$ cat src/rtl/alu_arbiter.sv
// Two-requester round-robin arbiter in front of a single-issue bitwise ALU.
// One operation is in flight at a time: accept (IDLE) -> compute (EXEC) -> hand back (RESP).
module alu_arbiter #(
    parameter int SIZE = 16
) (
    input  logic            clk,
    input  logic            rst_n,
    input  logic            req0_valid,
    output logic            req0_ready,
    input  logic [2:0]      req0_op,
    input  logic [SIZE-1:0] req0_a,
    input  logic [SIZE-1:0] req0_b,
    input  logic            req1_valid,
    output logic            req1_ready,
    input  logic [2:0]      req1_op,
    input  logic [SIZE-1:0] req1_a,
    input  logic [SIZE-1:0] req1_b,
    output logic            rsp_valid,
    input  logic            rsp_ready,
    output logic            rsp_id,
    output logic [SIZE-1:0] rsp_result,
    output logic            rsp_zero,
    output logic            busy,
    output logic [15:0]     op_count
);

    localparam logic [1:0] IDLE = 2'd0;
    localparam logic [1:0] EXEC = 2'd1;
    localparam logic [1:0] RESP = 2'd2;

    logic [1:0]      state;
    logic            last_grant;
    logic            grant_any;
    logic            grant_id;
    logic [2:0]      op_q;
    logic [SIZE-1:0] a_q;
    logic [SIZE-1:0] b_q;
    logic [SIZE-1:0] alu_res;

    // Under contention the requester that did not win last time goes first.
    always_comb begin
        grant_any  = rst_n && (state == IDLE) && (req0_valid || req1_valid);
        grant_id   = (req0_valid && req1_valid) ? ~last_grant : req1_valid;
        req0_ready = grant_any && !grant_id;
        req1_ready = grant_any && grant_id;
    end

    // NOTE: every always_comb output gets a default first so no path leaves it unassigned (no latch).
    always_comb begin
        alu_res = '0;
        case (op_q)
            3'b000:  alu_res = a_q & b_q;
            3'b001:  alu_res = a_q | b_q;
            3'b010:  alu_res = a_q ^ b_q;
            3'b011:  alu_res = ~(a_q | b_q);
            3'b100:  alu_res = ~(a_q & b_q);
            3'b101:  alu_res = ~(a_q ^ b_q);
            3'b110:  alu_res = ~a_q;
            default: alu_res = a_q;
        endcase
    end

    // NOTE: sequential state uses non-blocking assignments so all flops update together at the edge.
    always_ff @(posedge clk) begin
        if (!rst_n) begin
            state      <= IDLE;
            last_grant <= 1'b1;
            rsp_id     <= 1'b0;
            rsp_result <= '0;
            op_count   <= 16'd0;
        end else begin
            case (state)
                IDLE: begin
                    if (grant_any) begin
                        state      <= EXEC;
                        last_grant <= grant_id;
                        rsp_id     <= grant_id;
                    end
                end
                EXEC: begin
                    rsp_result <= alu_res;
                    state      <= RESP;
                end
                RESP: begin
                    if (rsp_ready) begin
                        state    <= IDLE;
                        op_count <= op_count + 16'd1;
                    end
                end
                default: state <= IDLE;
            endcase
        end
    end

    // NOTE: operand registers carry no reset; they are always loaded on grant before EXEC reads them.
    always_ff @(posedge clk) begin
        if (grant_any) begin
            op_q <= grant_id ? req1_op : req0_op;
            a_q  <= grant_id ? req1_a  : req0_a;
            b_q  <= grant_id ? req1_b  : req0_b;
        end
    end

    assign rsp_valid = (state == RESP);
    assign busy      = (state != IDLE);
    assign rsp_zero  = (rsp_result == '0);

endmodule

$ cat config.mk
export PLATFORM = sky130hd
export DESIGN_NAME = alu_arbiter
export DESIGN_NICKNAME = d
export VERILOG_FILES = /design/src/rtl/alu_arbiter.sv
export SDC_FILE = /design/constraint.sdc
export NUM_CORES = 1
export LEC_CHECK = 0
export ABC_CLOCK_PERIOD_IN_PS = 2890
export BUFFER_PORTS_ARGS = -buffer_cell sky130_fd_sc_hd__clkbuf_2
export CORE_AREA = 4 4 100 102
export CTS_CLUSTER_SIZE = 28
export DETAILED_ROUTE_END_ITERATION = 10
export DIE_AREA = 0 0 104 106
export PLACE_DENSITY_LB_ADDON = 0.15
export SETUP_SLACK_MARGIN = 0.4
export SLEW_MARGIN = 20
export SYNTH_ARGS = -nofsm -noshare
export SYNTH_HDL_FRONTEND = slang
export SYNTH_SLANG_ARGS = --single-unit
$ cat constraint.sdc
create_clock -name clk -period 2.89 [get_ports clk]
set_clock_uncertainty 0.15 [all_clocks]
set_input_delay 0.1445 -clock clk [delete_from_list [all_inputs] [get_ports clk]]
set_output_delay 0.1445 -clock clk [all_outputs]
set_load 0.05 [all_outputs]
==> metrics.txt, run 1 <==
status=completed; CTS Buf Count=9; Iter 0 DRT Violations=between 100 and 150; worst hold stages=4; Initial Util=0.490; worst hold path type=input port to flop; clk buf depth=2; fraction of power spent switching nets=0.293; Area Growth Syn to Fin=36.8%; Sum Neg Setup Slack=0 ns; Placer Congestion=between 0.7 and 0.8; diode count=0; Slew HR=0.507; placed cell count=635; via/cell ratio=between 5 and 6; first drt pass iteration count=4; DR vias=3812; CTS tree=yes; synthesized area per cell=around 10 µm²; Flop pwr share=0.425; worst vdd ir=approximately 0.29 mV; vias in the first global route=between 3k and 4k; crit end category=output port; register bit total from synthesis=between 70 and 80; Max Clk Rate=around 430 MHz; RSZ-0062 raised after global routing=false; reg2reg setup slack=between 0.5 and 0.6 ns; CP max stage cell=or3_1; ys flop type=dfxtp_1; slowest stage delay, CP=0.46 ns; Post-synth EDFFs=35; drt drc=0; Worst-Margin Slew=0.738 ns; die area=approximately 11000 µm²; Root Driver=clkbuf_8; initial antenna violation count=0; largest net degree at the start of global routing=45; Clock transition at path regs=0.08 ns; Finished Cell Area=6110 µm²; core area=roughly 9100 µm²; antenna-violating nets left=0; Die Y-Extent=about 110 µm; PD cells=~460 nW/µm²; NetSw=0.827 mW; Syn. warnings=0; Hold Crit Endpoint=op_count[5]; drt wl/cell=between 10 and 15 µm; required time worst endpoint=2.60 ns; Ports=approximately 110; Internal=1.99 mW; worst-path cell chain=or2_2, or3_1, clkinvlp_4, nand2_1, inv_1, clkbuf_2; Cell Rows=35; dpl cell area=5120 µm²; Overflow after GRT=0; global-route wire length before repair=roughly 18000 µm; max_cap viols=0; sequential fraction of the synthesis area=0.397; layout cell share with drive strength beyond 1=0.307; CP Launch Type=flop; Synth async-reset ratio=0; Mapped Nets=540; Total GRT Usage=0.198; Cell Count, Final, Fillers Out=726; Final Net Count=around 700; library cells used by synthesis=52; kind of critical path=flop to output port; Pleak=roughly 2.8 nW; period utilisation layout=0.799; crit path max fanout=6; clock power share=0.320; Min Clock Period, post-route=about 2.3 ns; Reg2Reg Capture Point=op_q[0]; Arrival @ worst endpoint=around 2.0 ns; worst r2r src=state[0]; wirelength, routed=10600 µm; die width=roughly 100 µm; IO Port Bufs=roughly 110; number of gates resized after cts=0; final hold vios=0; logic gate share of total power=0.256; Mapped Area=roughly 4500 µm²; Clock Latency Late Sink=~0.35 ns; detailed-placement wirelength estimate=~7000 µm; depth of the most critical reg-to-reg path=5; Power Total=2.82 mW; Final Setup Violations=0; Slew Limit Fails=0; H-Tree Level Count=3; clock sinks=~70; HP Start=rst_n; Syn Inst Count=about 430
==> cells in the mapped netlist (all sizes together) (2+ instances only) <==
cell type / n / area (µm²)
and3: 2 / 13.8
xnor2: 11 / 96.3
a22oi: 2 / 15.0
dfxtp: 36 / 721
nand2b: 4 / 25.0
and4: 2 / 20.0
xor2: 24 / 210
mux2i: 21 / 210
o21ai: 23 / 115
a21o: 5 / 37.5
a21oi: 17 / 85.1
nor3: 2 / 10.0
nand4: 5 / 46.3
nor2: 13 / 48.8
or3: 4 / 26.3
inv: 37 / 139
clkbuf: 9 / 33.8
buf: 18 / 104
o22ai: 12 / 75.1
nor4: 6 / 37.5
a2bb2oi: 7 / 61.3
and2: 2 / 12.5
or2: 2 / 12.5
edfxtp: 35 / 1050
mux2: 40 / 450
ha: 33 / 413
o31ai: 4 / 30.0
nor2b: 3 / 18.8
a22o: 6 / 52.6
nand2: 22 / 82.6
a211oi: 5 / 37.5
nand3: 8 / 52.6
a221oi: 2 / 17.5
==> state kept, by name (all words and copies together) (netlist names) <==
register	count
state	2
last_grant	1
b_q	16
rsp_result	16
a_q	16
rsp_id	1
op_count	16
op_q	3
==> layer usage <==
metal,up-vias,GRT usage,part of all wire
met5,-,0,0
met4,0,0.0598,0.011
met3,8,0.0455,0.041
met2,93,0.341,0.50
met1,1802,0.248,0.45
li1,1909,-,-
==> power by group through the flow <==
stage	logic (mW)	clock network, mW	registers, mW
after CTS	0.708	0.918	1.20
after floorplan	0.391	0	1.27
final	0.721	0.901	1.20
after global placement	0.591	0	1.22
after global routing	0.786	0.958	1.21
after detailed placement	0.606	0	1.22
==> cell usage in the layout (no fill, tap or decap), types with 2 or more instances in the layout <==
cell type        n
clkbuf_2       112
dlygate4sd3_1   71
mux2_2          40
inv_1           36
dfxtp_1         36
edfxtp_1        35
ha_1            33
xor2_1          24
nand2_1         22
o21ai_0         22
mux2i_1         21
a21oi_1         17
nor2_1          13
o22ai_1         12
xnor2_1         11
clkbuf_8         9
buf_4            8
a2bb2oi_1        7
nand3_1          7
nor4_1           6
a22o_1           6
a211oi_1         5
a21o_1           5
nand2b_1         4
o31ai_1          4
nand4_1          4
or3_1            3
nor2b_1          3
clkinv_4         3
buf_12           3
or2_2            2
and2_1           2
a22oi_1          2
a221oi_1         2
nor3_1           2
clkbuf_16        2
==> final cells by class <==
type                            count  area [µm²]
Clock inverter                      5        61.3
Multi-Input combinational cell    297        2430
Tap cell                          111         139
Timing Repair Buffer              194        1390
Fill cell                         710        3000
Clock buffer                       11         174
Sequential cell                    71        1770
Inverter                           37         143
==> worst max-delay path by stage <==
stage / start / endpoint / slack, ns
5_1_grt: state[0] / req1_ready / 0.47
3_5_place_dp: state[0] / a_q[15] / 0.62
3_3_place_gp: state[0] / a_q[15] / 0.71
2_1_floorplan: state[0] / req1_ready / 0.46
4_1_cts: last_grant / a_q[4] / 0.42
6_report: state[0] / req1_ready / 0.58
==> what timing repair did <==
item                                    CTS  global route
pin swaps                                 0             1
endpoints found under the hold margin    37             0
setup buffers                             1             3
hold buffers                             71             0
endpoints found under the setup margin    1            18
==> worst max-delay path: cells and delay by family, from the launching register on <==
| kind | cells | cell delay, ns |
|---|---|---|
| flops | 1 | 0.36 |
| buf+inv | 3 | 0.45 |
| simple gates | 3 | 0.86 |
==> stage by stage <==
stage	worst slack (ns)	hold WS (ns)	utilization
after floorplan	0.457	0.154	-
after global placement	0.711	0.298	0.562
after detailed placement	0.619	0.301	0.562
after CTS	0.420	0.0977	0.667
after global routing	0.472	0.143	0.670
final	0.581	0.107	0.670
==> cell families (layout without fill, tap and decap cells) <==
family          Yosys count  count (layout)  share of synthesized area
compound gates           87              87                      0.126
xor+xnor                 35              35                     0.0687
fa+ha+maj                33              33                     0.0925
buf+inv                  64             247                     0.0619
flops                    71              71                      0.397
mux                      62              62                      0.153
simple gates             80              80                      0.101
(Power assumes the default switching activity.)
==> run 2, diff against run 1 <==
--- a/config.mk
+++ b/config.mk
@@ -5,12 +5,12 @@
 export SDC_FILE = /design/constraint.sdc
 export NUM_CORES = 1
 export LEC_CHECK = 0
-export ABC_CLOCK_PERIOD_IN_PS = 2890
+export ABC_CLOCK_PERIOD_IN_PS = 1900
 export BUFFER_PORTS_ARGS = -buffer_cell sky130_fd_sc_hd__clkbuf_2
-export CORE_AREA = 4 4 100 102
+export CORE_AREA = 4 4 101 103
 export CTS_CLUSTER_SIZE = 28
 export DETAILED_ROUTE_END_ITERATION = 10
-export DIE_AREA = 0 0 104 106
+export DIE_AREA = 0 0 105 107
 export PLACE_DENSITY_LB_ADDON = 0.15
 export SETUP_SLACK_MARGIN = 0.4
 export SLEW_MARGIN = 20
==> constraint.sdc (replaced) <==
create_clock -name clk -period 1.9 [get_ports clk]
set_clock_uncertainty 0.15 [all_clocks]
set_input_delay 0.095 -clock clk [delete_from_list [all_inputs] [get_ports clk]]
set_output_delay 0.095 -clock clk [all_outputs]
set_load 0.05 [all_outputs]
==> metrics.txt, run 2 (synthesized netlist as in run 1, its figures left out) <==
status=finished, violations left; failing checks=setup timing; Min Clock Period, post-route=between 1.5 and 2 ns; Die Y-Extent=between 100 and 150 µm; Root Driver=clkbuf_8; Cell Rows=35; global-route wire length before repair=~23000 µm; Pleak=between 3 and 4 nW; Placer Congestion=about 0.79; die area=around 11000 µm²; Overflow after GRT=0; Final Net Count=774; final hold vios=0; Ports=approximately 110; Iter 0 DRT Violations=about 160; RSZ-0062 raised after global routing=true; antenna-violating nets left=0; CTS tree=yes; period utilisation layout=1.05; vias in the first global route=approximately 4.5k; worst hold path type=input port to flop; layout cell share with drive strength beyond 1=0.499; Max Clk Rate=501 MHz; kind of critical path=flop to flop; core area=9200 µm²; largest net degree at the start of global routing=20; IO Port Bufs=112; die width=105 µm; max_cap viols=0; required time worst endpoint=roughly 1.8 ns; Clock Latency Late Sink=0.35 ns; Worst-Margin Slew=around 0.43 ns; CP Launch Type=flop; initial antenna violation count=1; Total GRT Usage=0.255; worst vdd ir=0.374 mV; clk buf depth=2; PD cells=about 620 nW/µm²; dpl cell area=about 5300 µm²; wirelength, routed=about 16000 µm; Slew HR=0.713; most frequent cells in the layout=107 x clkbuf_2, 71 x dlygate4sd3_1, 39 x mux2_4, 35 x edfxtp_1; Area Growth Syn to Fin=69.3%; Final Setup Violations=25; drt drc=0; setup ws final=-0.0978 ns; pre-CTS setup slack=0.00849 ns; crit path max fanout=8; via/cell ratio=roughly 5.6; clock sinks=~70; Clock transition at path regs=0.08 ns; commonest non-fill, non-tap cell in the layout=clkbuf_2; H-Tree Level Count=3; CTS Buf Count=9; DR vias=approximately 4.4k; Arrival @ worst endpoint=between 1.5 and 2 ns; placed cell count=between 600 and 700; first drt pass iteration count=5; Slew Limit Fails=0; drt wl/cell=between 20 and 25 µm; final hold slack=between 0.03 and 0.04 ns; Initial Util=0.485; Finished Cell Area=~7600 µm²; crit end category=flop; detailed-placement wirelength estimate=approximately 7500 µm; Cell Count, Final, Fillers Out=between 700 and 800
-- run 2: metrics by stage --
step / total power, mW / TNS [ns] / util
global placement: 2.79 / 0 / 0.579
CTS: 4.50 / -0.628 / 0.779
finish: 4.70 / -0.972 / 0.822
global route: 4.89 / -1.78 / 0.822
detailed placement: 2.82 / 0 / 0.579
floorplan: 2.55 / -3.50 / -
-- run 2: final cells by class --
| class | count | area [µm²] |
|---|---|---|
| multi-input cells | 297 | 3000 |
| repair buffers | 250 | 2230 |
| flip-flops and latches | 71 | 1830 |
| fillers | 490 | 1640 |
| inverters | 37 | 146 |
| well taps | 111 | 139 |
| clock buffers | 9 | 124 |
| clock inverters | 7 | 82.6 |
| diodes | 1 | 2.50 |
-- run 2: worst max-delay path, cell delays in order (launching register included) --
cell and delay (ns):
dfxtp_2 0.34, or2_4 0.26, or3_4 0.41, clkinvlp_4 0.11, buf_4 0.17, bufbuf_16 0.28
-- run 2: worst paths after layout --
check,start,endpoint,slack [ns],depth (start not counted)
max,state[1],b_q[8],-0.1,5
min,rst_n,state[0],0.03,4
max reg2reg,state[1],b_q[8],-0.1,5
min reg2reg,rsp_result[4],rsp_result[4],0.32,2
-- run 2: layer usage --
metal	global-route usage	wire length, µm
met5	0	0
met4	0.0900	571
met3	0.0500	839
met2	0.465	8550
met1	0.297	5990
-- run 2: what timing repair did --
| action | CTS | global route |
|---|---|---|
| resized for setup | 119 | 60 |
| pin swaps | 51 | 31 |
| cloned | 8 | 1 |
| hold buffers | 71 | 0 |
| hold endpoints to repair | 39 | 0 |
| buffers inserted | 29 | 13 |
| setup endpoints to repair | 91 | 105 |
-- run 2: power breakdown --
group | leakage, nW | internal [mW] | switching, mW | total [mW]
Clock | 0.104 | 0.622 | 0.629 | 1.25
Combinational | 2.73 | 0.864 | 0.779 | 1.64
Sequential | 0.635 | 1.71 | 0.100 | 1.81
==> run 3, diff against run 2 <==
--- a/config.mk
+++ b/config.mk
@@ -7,10 +7,12 @@
 export LEC_CHECK = 0
 export ABC_CLOCK_PERIOD_IN_PS = 1900
 export BUFFER_PORTS_ARGS = -buffer_cell sky130_fd_sc_hd__clkbuf_2
-export CORE_AREA = 4 4 101 103
+export CELL_PAD_IN_SITES_DETAIL_PLACEMENT = 2
+export CELL_PAD_IN_SITES_GLOBAL_PLACEMENT = 2
+export CORE_AREA = 4 4 127 129
 export CTS_CLUSTER_SIZE = 28
 export DETAILED_ROUTE_END_ITERATION = 10
-export DIE_AREA = 0 0 105 107
+export DIE_AREA = 0 0 131 133
 export PLACE_DENSITY_LB_ADDON = 0.15
 export SETUP_SLACK_MARGIN = 0.4
 export SLEW_MARGIN = 20
==> metrics.txt, run 3 (synthesized netlist as in run 1, its figures left out) <==
die width=131 µm; Total GRT Usage=0.255; Iter 0 DRT Violations=approximately 210; CP delay by family, top=simple AND/OR/NAND/NOR gates; CP Buf/Inv Count=4; Slew Limit Fails=0; most frequent cells in the layout=107 x clkbuf_2, 72 x dlygate4sd3_1, 39 x mux2_4, 39 x buf_4, 35 x edfxtp_1; Max Clk Rate=501 MHz; final hold slack=0.110 ns; max_cap viols=0; required time worst endpoint=approximately 1.8 ns; via/cell ratio=roughly 5.3; largest net degree at the start of global routing=20; initial antenna violation count=0; placed cell count=around 730; PD cells=707 nW/µm²; antenna-violating nets left=0; CP max stage cell=or3_4; failing checks=setup timing; Ports=113; CTS Buf Count=9; setup ws final=-0.0962 ns; layout cell share with drive strength beyond 1=0.566; Final Setup Violations=19; Clock transition at path regs=0.06 ns; slowest stage delay, CP=0.40 ns; Overflow after GRT=0; IO Port Bufs=approximately 110; DR WL met3=1190 µm; crit path max fanout=5; wirelength, routed=approximately 26000 µm; Cell Count, Final, Fillers Out=891; RSZ-0062 raised after global routing=true; final hold vios=0; Pleak=approximately 3.7 nW; diode count=0; Die Y-Extent=roughly 130 µm; worst vdd ir=around 0.35 mV; worst hold path type=input port to flop; met1 wire length=between 9000 and 10000 µm; detailed-placement wirelength estimate=between 10000 and 15000 µm; core area=15000 µm²; die area=17400 µm²; status=finished, violations left; Area Growth Syn to Fin=88.1%; CTS tree=yes; Clock Latency Late Sink=around 0.36 ns; drt drc=0; global-route wire length before repair=about 33000 µm; first drt pass iteration count=4; pre-CTS setup slack=-0.0517 ns; Root Driver=clkbuf_16; Arrival @ worst endpoint=about 1.9 ns; clock sinks=71; Power Total=5.93 mW; Min Clock Period, post-route=roughly 2 ns; H-Tree Level Count=3; vias in the first global route=roughly 5.3k; Initial Util=0.297; Worst-Margin Slew=about 0.42 ns; clk buf depth=2; drt wl/cell=between 20 and 30 µm; top sig layer=met4; worst-path cell chain=or2_4, or3_4, clkinvlp_4, buf_6, buf_4, buf_12; CP Launch Type=flop; Cell Rows=45; period utilisation layout=1.05; DR WL met2=approximately 14000 µm; DR vias=4765; crit end category=flop; Slew HR=0.717; kind of critical path=flop to flop; commonest non-fill, non-tap cell in the layout=clkbuf_2; Sum Neg Setup Slack=-1.27 ns; Placer Congestion=between 0.7 and 0.8; Final Net Count=just over 800
[run 3: changes by cell type in the layout (fill, tap and decap cells not counted), moves of 5 or more]
cell,previous run,this run
buf_12,8,15
buf_4,24,39
buf_6,24,32
clkbuf_16,2,12
clkbuf_8,10,1
clkinv_4,5,0
ha_1,31,26
mux2i_1,18,9
mux2i_4,0,6
[run 3: where the power goes]
group	switching, mW	total (mW)	internal [mW]
Clock	0.776	2.09	1.32
Sequential	0.112	1.82	1.71
Combinational	1.01	2.02	1.01
[run 3: worst register-to-register path, cell delays in order (launching register included)]
cell        delay [ns]
dfxtp_2           0.32
or2_4             0.25
or3_4             0.40
clkinvlp_4        0.12
buf_6             0.18
buf_4             0.16
buf_12            0.13
[run 3: stage by stage]
step,util,instance area (µm²)
after CTS,0.525,7900
after global placement,0.369,5540
after global routing,0.559,8400
after floorplan,-,4640
final,0.559,8400
after detailed placement,0.369,5540
[run 3: layout make-up]
class	count	area, µm²
Fill cell	1401	6640
Clock buffer	10	239
Tap cell	188	235
Multi-Input combinational cell	298	3240
Inverter	37	146
Clock inverter	6	108
Timing Repair Buffer	281	2610
Sequential cell	71	1830
[run 3: final timing paths]
check	start	end	slack [ns]	cells past startpoint
setup / recovery	state[1]	a_q[15]	-0.1	6
hold / removal	rsp_ready	op_count[2]	0.11	4
setup reg to reg	state[1]	a_q[15]	-0.1	6
hold reg to reg	rsp_result[9]	rsp_result[9]	0.33	2
[run 3: what timing repair did]
item,CTS,global route
setup buffers,40,19
gates resized for setup,159,73
setup endpoints to repair,101,107
hold buffers,72,0
endpoints found under the hold margin,37,0
cloned,11,1
pin swaps,56,27
[run 3: layer usage]
metal	up-vias	global-route usage
met5	-	0
met4	0	0.0663
met3	52	0.0561
met2	180	0.479
met1	2441	0.282
li1	2092	-
